### config.mk
export PLATFORM = sky130hd
export DESIGN_NAME = asmd_mult_arbiter_flat
export DESIGN_NICKNAME = d
export VERILOG_FILES = /design/src/rtl/asmd_mult_arbiter_if.sv /design/src/rtl/asmd_mult_arbiter.sv /design/src/flat_wrapper.sv
export SDC_FILE = /design/constraint.sdc
export NUM_CORES = 1
export LEC_CHECK = 0
export ABC_CLOCK_PERIOD_IN_PS = 4050
export CORE_MARGIN = 2
export CORE_UTILIZATION = 27
export DETAILED_ROUTE_END_ITERATION = 10
export MAX_ROUTING_LAYER = met4
export PLACE_DENSITY = 0.57
export SLEW_MARGIN = 25
export SYNTH_ARGS = -nofsm -noshare
export SYNTH_HDL_FRONTEND = slang
export SYNTH_SLANG_ARGS = --single-unit
### constraint.sdc
create_clock -name clk -period 4.05 [get_ports clk]
set_input_delay 0.405 -clock clk [delete_from_list [all_inputs] [get_ports clk]]
set_output_delay 0.405 -clock clk [all_outputs]
set_load 0.005 [all_outputs]
### src/rtl/asmd_mult_arbiter_if.sv
// Requester and multiplier-side bundle for asmd_mult_arbiter.
// slave = arbiter view, master = requester/multiplier environment view.
interface asmd_mult_arbiter_if #(
  parameter int NUM_REQ     = 4,
  parameter int word_length = 4
);
  logic [NUM_REQ-1:0]             req;
  logic [NUM_REQ*word_length-1:0] req_word0;
  logic [NUM_REQ*word_length-1:0] req_word1;
  logic [NUM_REQ-1:0]             grant;
  logic [NUM_REQ-1:0]             done;
  logic [2*word_length-1:0]       result;
  logic                           busy;
  logic                           err;
  logic                           mult_start;
  logic [word_length-1:0]         mult_word0;
  logic [word_length-1:0]         mult_word1;
  logic [2*word_length-1:0]       mult_product;
  logic                           mult_ready;

  modport slave (
    input  req, req_word0, req_word1, mult_product, mult_ready,
    output grant, done, result, busy, err, mult_start, mult_word0, mult_word1
  );
  modport master (
    output req, req_word0, req_word1, mult_product, mult_ready,
    input  grant, done, result, busy, err, mult_start, mult_word0, mult_word1
  );
endinterface

### src/rtl/asmd_mult_arbiter.sv
// Round-robin sharing of one asmd_multiplier among NUM_REQ requesters.
// Define MULT_ARB_TIMEOUT_EN to add the per-phase watchdog (err pulse + forced done).
module asmd_mult_arbiter #(
  parameter int NUM_REQ     = 4,
  parameter int word_length = 4,
  parameter int TIMEOUT     = 64
) (
  input  logic                  clk,
  input  logic                  reset,
  asmd_mult_arbiter_if.slave    bus
);
  localparam int IW = (NUM_REQ > 1) ? $clog2(NUM_REQ) : 1;

  typedef enum logic [1:0] {IDLE, START, WAIT_DONE, REPORT} state_t;
  state_t state, state_nxt;

  logic [IW-1:0]            ptr, own, win, own_inc;
  logic                     win_vld, take, fin, tout;
  logic [NUM_REQ-1:0]       grant, done;
  logic [2*word_length-1:0] result;
  logic [word_length-1:0]   w0_q, w1_q;
  logic                     start_c, busy_c;
  logic [word_length-1:0]   w0 [NUM_REQ];
  logic [word_length-1:0]   w1 [NUM_REQ];

  for (genvar i = 0; i < NUM_REQ; i++) begin : g_unpack
    assign w0[i] = bus.req_word0[i*word_length +: word_length];
    assign w1[i] = bus.req_word1[i*word_length +: word_length];
  end

  // First asserted req at or above ptr, wrapping around.
  always_comb begin
    int j;
    win     = '0;
    win_vld = 1'b0;
    for (int i = 0; i < NUM_REQ; i++) begin
      j = int'(ptr) + i;
      if (j >= NUM_REQ) j = j - NUM_REQ;
      if (!win_vld && bus.req[IW'(j)]) begin
        win_vld = 1'b1;
        win     = IW'(j);
      end
    end
  end

  assign own_inc = (own == IW'(NUM_REQ-1)) ? '0 : own + IW'(1);
  assign take    = (state == IDLE) && win_vld && bus.mult_ready;
  assign fin     = (state == WAIT_DONE) && bus.mult_ready;

`ifdef MULT_ARB_TIMEOUT_EN
  localparam int TW = (TIMEOUT > 1) ? $clog2(TIMEOUT+1) : 1;
  logic [TW-1:0] tmr;
  logic          err_q;

  // tmr counts edges spent in the current phase without its exit condition.
  assign tout = ((state == START && bus.mult_ready) ||
                 (state == WAIT_DONE && !bus.mult_ready)) && (tmr == TW'(TIMEOUT-1));

  always_ff @(posedge clk or posedge reset) begin
    if (reset) begin
      tmr   <= '0;
      err_q <= 1'b0;
    end else begin
      err_q <= tout;
      if (take || (state == START && !bus.mult_ready)) tmr <= '0;
      else if (state == START || state == WAIT_DONE)   tmr <= tmr + TW'(1);
    end
  end
  assign bus.err = err_q;
`else
  assign tout    = 1'b0;
  assign bus.err = 1'b0;
`endif

  always_ff @(posedge clk or posedge reset) begin
    if (reset) state <= IDLE;
    else       state <= state_nxt;
  end

  always_comb begin
    state_nxt = state;
    case (state)
      IDLE:      if (take) state_nxt = START;
      START:     if (!bus.mult_ready) state_nxt = WAIT_DONE;
                 else if (tout)       state_nxt = REPORT;
      WAIT_DONE: if (fin || tout) state_nxt = REPORT;
      REPORT:    state_nxt = IDLE;
      default:   state_nxt = IDLE;
    endcase
  end

  always_comb begin
    start_c = (state == START);
    busy_c  = (state != IDLE);
  end

  always_ff @(posedge clk or posedge reset) begin
    if (reset) begin
      grant  <= '0;
      done   <= '0;
      result <= '0;
      w0_q   <= '0;
      w1_q   <= '0;
      own    <= '0;
      ptr    <= '0;
    end else begin
      done <= '0;
      if (take) begin
        grant      <= '0;
        grant[win] <= 1'b1;
        own        <= win;
        w0_q       <= w0[win];
        w1_q       <= w1[win];
      end
      // A finished or timed-out transaction both hand done back to the owner.
      if (fin || tout) begin
        result <= fin ? bus.mult_product : '0;
        done   <= grant;
        grant  <= '0;
        ptr    <= own_inc;
      end
    end
  end

  assign bus.grant      = grant;
  assign bus.done       = done;
  assign bus.result     = result;
  assign bus.busy       = busy_c;
  assign bus.mult_start = start_c;
  assign bus.mult_word0 = w0_q;
  assign bus.mult_word1 = w1_q;
endmodule

### src/flat_wrapper.sv
// flat-port wrapper written by rule: the top's interface ports become plain ports
module asmd_mult_arbiter_flat 
#(
  parameter int NUM_REQ     = 4,
  parameter int word_length = 4,
  parameter int TIMEOUT     = 64
)
  (clk, reset, bus_req, bus_req_word0, bus_req_word1, bus_mult_product, bus_mult_ready, bus_grant, bus_done, bus_result, bus_busy, bus_err, bus_mult_start, bus_mult_word0, bus_mult_word1);
  asmd_mult_arbiter_if #(.NUM_REQ(NUM_REQ), .word_length(word_length)) bus_i ();
  input  logic clk;
  input  logic reset;
  input wire logic [$bits(bus_i.req)-1:0] bus_req;
  input wire logic [$bits(bus_i.req_word0)-1:0] bus_req_word0;
  input wire logic [$bits(bus_i.req_word1)-1:0] bus_req_word1;
  input wire logic [$bits(bus_i.mult_product)-1:0] bus_mult_product;
  input wire logic [$bits(bus_i.mult_ready)-1:0] bus_mult_ready;
  output wire logic [$bits(bus_i.grant)-1:0] bus_grant;
  output wire logic [$bits(bus_i.done)-1:0] bus_done;
  output wire logic [$bits(bus_i.result)-1:0] bus_result;
  output wire logic [$bits(bus_i.busy)-1:0] bus_busy;
  output wire logic [$bits(bus_i.err)-1:0] bus_err;
  output wire logic [$bits(bus_i.mult_start)-1:0] bus_mult_start;
  output wire logic [$bits(bus_i.mult_word0)-1:0] bus_mult_word0;
  output wire logic [$bits(bus_i.mult_word1)-1:0] bus_mult_word1;
  assign bus_i.req = bus_req;
  assign bus_i.req_word0 = bus_req_word0;
  assign bus_i.req_word1 = bus_req_word1;
  assign bus_i.mult_product = bus_mult_product;
  assign bus_i.mult_ready = bus_mult_ready;
  assign bus_grant = bus_i.grant;
  assign bus_done = bus_i.done;
  assign bus_result = bus_i.result;
  assign bus_busy = bus_i.busy;
  assign bus_err = bus_i.err;
  assign bus_mult_start = bus_i.mult_start;
  assign bus_mult_word0 = bus_i.mult_word0;
  assign bus_mult_word1 = bus_i.mult_word1;
  asmd_mult_arbiter #(.NUM_REQ(NUM_REQ), .word_length(word_length), .TIMEOUT(TIMEOUT)) u_core (.clk(clk), .reset(reset), .bus(bus_i));
endmodule
# Word level (Yosys, flattened, before mapping)
# Cells that the tools add are included.
classes:
  bitwise: 1
  addsub: 8
  muxes: 40
  eq_ne: 7
  reduce_logical: 14
  n_lt_le_gt_ge: 11
op_table:
  columns: ["operator", "n"]
  rows:
  - ["$mux 4", 7]
  - ["$mux 2", 12]
  - ["$bmux 4 s2", 2]
  - ["$lt 2x4->1 const B", 4]
  - ["$mux 1", 13]
  - ["$ge 3x3->1 const B", 4]
  - ["$bmux 1 s2", 4]
  - ["$pmux 2 s4", 1]
  - ["$sub 2x1->2 const B", 4]
  - ["$logic_and 1x1->1", 7]
  - ["$add 2x2->3 const B", 2]
  - ["$eq 2x2->1 const B", 3]
  - ["$ne 2x1->1 const B", 2]
  - ["$reduce_bool 2->1", 2]
  - ["$add 2x1->3 const B", 1]
  - ["$ge 2x3->1 const B", 1]
  - ["$logic_not 1->1", 3]
  - ["$lt 2x3->1 const B", 1]
  - ["$not 2->3", 1]
  - ["$reduce_and 3->1", 1]
  - ["$add 2x1->2 const B", 1]
  - ["$demux 1 s2", 1]
  - ["$eq 2x1->1 const B", 1]
  - ["$ge 2x1->1 const B", 1]
  - ["2 further kinds", 2]
word_totals:
  output_inout_bits: 27
  in_bits: 47
  regBits: 30

# Logic depth before layout (Yosys ltp)
logic_depth:
  word_depth: 21
  ltp_mapped: 8
  mapped_depth_nobuf: 7

# Least setup slack after synthesis
# No wires, ideal clock.
synth_timing:
  kind: "input to register"
  from: "input bus_req[0]"
  to: "register u_core.grant[2] (netlist: u_core.bus.grant[2])"
  t_arrival_ns: 1.687
  slack_ns: 2.226
  required_time_ns: 3.914
  cell_stages: 7
  path_cell_list: "or4_4 -> and3_4 -> buf_6 -> o221a_4 -> buf_6 -> a22oi_2 -> o22ai_1"
synth_via:
  elab_chain_len: 19
synth_rtl:
  columns: ["element", "line", "source"]
  rows:
  - ["start: declaration", "flat_wrapper.sv:12", "input wire logic [$bits(bus_i.req)-1:0] bus_req;"]
  - ["$bmux 1 s2", "asmd_mult_arbiter.sv:39", "if (!win_vld && bus.req[IW'(j)]) begin"]
  - ["$mux 1 (not written as such) (2 in a row)", "asmd_mult_arbiter.sv:39", null]
  - ["$mux 1", "asmd_mult_arbiter.sv:39", null]
  - ["$logic_not 1->1", "asmd_mult_arbiter.sv:39", null]
  - ["$logic_and 1x1->1", "asmd_mult_arbiter.sv:39", null]
  - ["$mux 1", "asmd_mult_arbiter.sv:39", null]
  - ["$logic_not 1->1", "asmd_mult_arbiter.sv:39", null]
  - ["$logic_and 1x1->1", "asmd_mult_arbiter.sv:39", null]
  - ["[2 not listed]", null, null]
  - ["$logic_and 1x1->1", "asmd_mult_arbiter.sv:39", null]
  - ["$mux 2", "asmd_mult_arbiter.sv:39", null]
  - ["$lt 2x3->1 (not written as such) or $ge 2x1->1 (tied branches)", "asmd_mult_arbiter.sv:110", "grant[win] <= 1'b1;"]
  - ["$logic_and 1x1->1 (not written as such)", "asmd_mult_arbiter.sv:110", null]
  - ["$mux 1 (not written as such)", "asmd_mult_arbiter.sv:110", null]
  - ["$demux 1 s2", null, null]
  - ["$mux 4", "asmd_mult_arbiter.sv:108", "if (take) begin"]
  - ["$mux 4", "asmd_mult_arbiter.sv:116", "if (fin || tout) begin"]
  - ["end signal: assignment", "asmd_mult_arbiter.sv:109", "grant <= '0;"]
  - ["end signal: indexed assignment", "asmd_mult_arbiter.sv:110", null]
  - ["end signal: assignment", "asmd_mult_arbiter.sv:119", "grant <= '0;"]
  - ["end: declaration", "asmd_mult_arbiter.sv:19", "logic [NUM_REQ-1:0] grant, done;"]
# Parallel ways exist; a longest one is shown, timed or not. The select of a mux whose other input is x is not followed.
# A chain may end at the register's enable or synchronous reset.

# Worst setup path in the final report
layout_timing:
  from: "input bus_req[0]"
  to: "register u_core.w1_q[1] (netlist: u_core.bus.mult_word1[1])"
layout_via:
  elab_chain_len: 17
layout_rtl:
  columns: ["element", "line", "source"]
  rows:
  - ["$bmux 1 s2", "asmd_mult_arbiter.sv:39", null]
  - ["$mux 1 (not written as such) (2 in a row)", "asmd_mult_arbiter.sv:39", null]
  - ["$mux 1", "asmd_mult_arbiter.sv:39", null]
  - ["$logic_not 1->1", "asmd_mult_arbiter.sv:39", null]
  - ["$logic_and 1x1->1", "asmd_mult_arbiter.sv:39", null]
  - ["$mux 1", "asmd_mult_arbiter.sv:39", null]
  - ["$logic_not 1->1", "asmd_mult_arbiter.sv:39", null]
  - ["$logic_and 1x1->1", "asmd_mult_arbiter.sv:39", null]
  - ["$mux 1", "asmd_mult_arbiter.sv:39", null]
  - ["$logic_not 1->1", "asmd_mult_arbiter.sv:39", null]
  - ["$logic_and 1x1->1", "asmd_mult_arbiter.sv:39", null]
  - ["$mux 2", "asmd_mult_arbiter.sv:39", null]
  - ["$not 2->3 (not written as such)", "asmd_mult_arbiter.sv:113", "w1_q <= w1[win];"]
  - ["$bmux 4 s2", "asmd_mult_arbiter.sv:113", null]
  - ["$mux 4 (not written as such) (2 in a row)", "asmd_mult_arbiter.sv:113", null]
  - ["end signal: assignment", "asmd_mult_arbiter.sv:113", null]
  - ["end: declaration", "asmd_mult_arbiter.sv:21", "logic [word_length-1:0] w0_q, w1_q;"]
# Parallel ways exist; a longest one is shown, timed or not. The select of a mux whose other input is x is not followed.

==> results by group <==
Timing
  – Final-report max-slew violation count: 0
  – Slew @ Worst Pin: 0.687 ns
  – Min Tclk post-route: 2.28 ns
  – Final Hold Viols: 0
  – RSZ-0062 raised after global routing: no
  – Post-Route Setup TNS: 0 ns
  – Final setup fails: 0
  – Fmax: 439 MHz
  – Crit share post-route: 0.562
  – Max-Slew Margin vs Limit: 0.541
  – Worst clock skew: 0.00639 ns
  – WHS: 0.494 ns

Cells and area
  – Fraction of layout cells with a size suffix above 1: 0.117
  – Multi-input gate area: 747 sq um
  – Post-Route Utilization: 0.440
  – Area growth syn-to-layout: 54.6%
  – Fillers: 576
  – Sequential Area: 751 sq um
  – Final net count: 264
  – N_diodes: 0

Routing
  – Detailed Routing Iterations Pass 1: 4
  – DR WL/cell: 14.4 um
  – # DRC: 0
  – DRT Wirelength: 4.11 mm
  – Vias per cell: 4.71
  – Via count: 1343
  – Routed Antenna Nets: 0
  – 1st-iter DRT viols: 50

Synth
  – Sequential fraction of the synthesis area: 0.474
  – Most frequent cells after synthesis: 30 x dfrtp_1, 10 x and3_1, 10 x mux2_2, 9 x mux2i_1, 9 x nor2_1
  – Post-synthesis register bit count: 30
  – Most frequent cell after synthesis: dfrtp_1
  – Synth cell types: 36
  – Cell accounting for the most synthesized area: dfrtp_1
  – Synth Instances: 142
  – Avg Synthesized Cell Area: 11.2 sq um
  – Post-synth top area share: 0.474
  – Yosys Warn Count: 0
  – Syn Nets: 194
  – EDFF count, synth: 0
  – Synth Flop Type: dfrtp_1
  – Mapped cell area: 1590 sq um
  – Ranking of synthesized cells by area: dfrtp_1 47%, mux2_2 7.1%, mux2i_1 5.7%
  – Async S/R FF share, synth: 1.00

Power and ir drop
  – Maximum VDD drop: 236 uV
  – Pwr Density: 616 nW/um^2
  – Leak: 1.06 nW

Floorplan
  – Die extent in x: 80.6 um
  – Die H: 80.6 um
  – FP Rows: 27
  – Initial Utilization: 0.284
  – Overall die area: 6500 sq um
  – Ports: 74
  – Core Region: 5570 sq um

Critical path
  – Worst-path maximum fanout: 19
  – Largest stage delay on the critical path: 0.56 ns
  – Crit path depth: 6
  – Worst setup path start: bus_req[0]
  – R2R Path End: u_core.bus.mult_word1[1]
  – R2R Setup Slk: 1.85 ns
  – Crit path max-delay family: compound AO/OA/AOI/OAI gates
  – CP Class: in2reg
  – Crit-path cells: clkdlybuf4s50_1 -> mux2i_1 -> o22a_1 -> nand2_2 -> a2111oi_0 -> a211oi_1
  – Critical Path Sink: u_core.bus.mult_word1[1]
  – Setup crit start kind: input port
  – CP arrival: 2.42 ns
  – Critical path required time: 4.19 ns
  – Reg2Reg Depth: 5
  – Cell at the slowest stage of the critical path: a2111oi_0
  – Worst Setup End Kind: flip-flop
  – WP buf/inv: 1
  – Reg-to-Reg Start: u_core.ptr[1]

CTS
  – Cts bufs inserted: 5
  – CTS Root Cell: clkbuf_8
  – CTS H-tree depth: 2
  – CTS resizes: 0
  – Clock tree buffer depth: 2
  – Postcts setup bufs: 0
  – CTS Sinks: 30
  – Clk slew on worst S/H paths: 0.07 ns
  – Clock latency at the later pin of the worst-skew pair: 0.28 ns
  – CTS tree: built
  – # hold bufs at CTS: 0

GRT
  – Global route total overflow: 0
  – Initial antenna violation count: 0
  – Number of global-route vias before repair: 1296
  – All-Layer GR Usage: 0.131
  – First-pass GRT wire length: 6.29 mm
  – Largest net degree at the start of global routing: 28

Flow run
  – Max-cap violation count: 0

Min path
  – Worst hold path class: reg2reg

Placed design
  – Hpwl dp: 2.99 mm
  – RD Place Congestion: 0.680
  – PortBufs: 72

Outcome
  – Status: finished, final reports clean
## flip-flops by register name, indices dropped and copies added, names as in the netlist
name / flops
u_core.bus.done: 4
u_core.bus.result: 8
u_core.ptr: 2
u_core.bus.grant: 4
u_core.own: 2
u_core.state: 2
u_core.bus.mult_word0: 4
u_core.bus.mult_word1: 4
## through the flow
step / total power, mW / setup slack, ns / instance area [sq um] / instances
after detailed placement: 1.23 / 1.44 / 2340 / 277
after global placement: 1.22 / 1.56 / 2340 / 277
after CTS: 1.54 / 1.75 / 2450 / 285
after floorplan: 0.888 / 2.23 / 1590 / 142
final: 1.51 / 1.77 / 2450 / 285
after global routing: 1.62 / 1.61 / 2450 / 285
## cells in the final DEF, fill, tap and decap left out
cell,instances
o22ai_1,1
nor2_1,9
o31a_1,1
mux2i_1,9
o211ai_1,1
a21o_1,2
clkbuf_8,5
inv_2,1
buf_4,1
o31ai_1,1
and3_1,10
conb_1,1
nor3_1,3
a32o_1,2
mux2_2,10
ha_1,5
nand3_1,3
nor4b_1,1
o221a_4,1
a21boi_0,1
o22a_1,2
or4_4,1
a21oi_1,3
dfrtp_1,30
nand2_1,4
inv_1,6
nand2_2,1
o21a_1,2
clkinv_2,2
clkdlybuf4s50_1,72
a2111oi_0,7
o21ai_0,2
o41ai_1,1
and3_4,1
a211oi_1,8
a22oi_2,1
nand2b_1,1
bufinv_16,1
## worst register-to-register path, stage by stage, from the launching register on
cell and delay (ns):
dfrtp_1 0.47, mux2i_1 0.21, o22a_1 0.36, nand2_2 0.37
a2111oi_0 0.56, a211oi_1 0.09
## worst min path at each step
stage,start,endpoint,slack (ns),cells past startpoint
2_1_floorplan,u_core.own[1],u_core.own[1],0.45,1
3_3_place_gp,u_core.own[1],u_core.own[1],0.47,1
3_5_place_dp,u_core.own[1],u_core.own[1],0.49,1
4_1_cts,u_core.own[1],u_core.own[1],0.50,1
5_1_grt,u_core.own[1],u_core.own[1],0.51,1
6_report,u_core.own[1],u_core.own[1],0.49,1
## per-layer routing
metal	part of all wire	global-route usage	vias to the layer above
met5	0	-	-
met4	0.012	0.0407	0
met3	0.049	0.0348	6
met2	0.46	0.185	33
met1	0.47	0.183	634
li1	-	-	670
## kinds of logic (layout without fill, tap and decap cells)
kind of cell,after synthesis,after routing,synth area share
AOI/OAI and AO/OA,36,36,0.185
adders and majority gates,5,5,0.0395
DFF,30,30,0.474
buffers and inverters,17,88,0.0552
and+or+nand+nor,34,34,0.117
muxes,19,19,0.128
other,1,1,0.00237
## power by group
group	switching, mW	internal (mW)	total (mW)
sequential	0.0815	0.432	0.513
combinational	0.290	0.410	0.700
clock	0.117	0.181	0.298
## layout make-up
type | instances | share of cell area
clock buffers | 5 | 0.0281
clock inverters | 3 | 0.0163
inverters | 7 | 0.0107
multi-input cells | 95 | 0.305
flip-flops and latches | 30 | 0.306
well taps | 72 | 0.0368
repair buffers | 73 | 0.297
No activity file was read; power rests on OpenSTA's default activity.
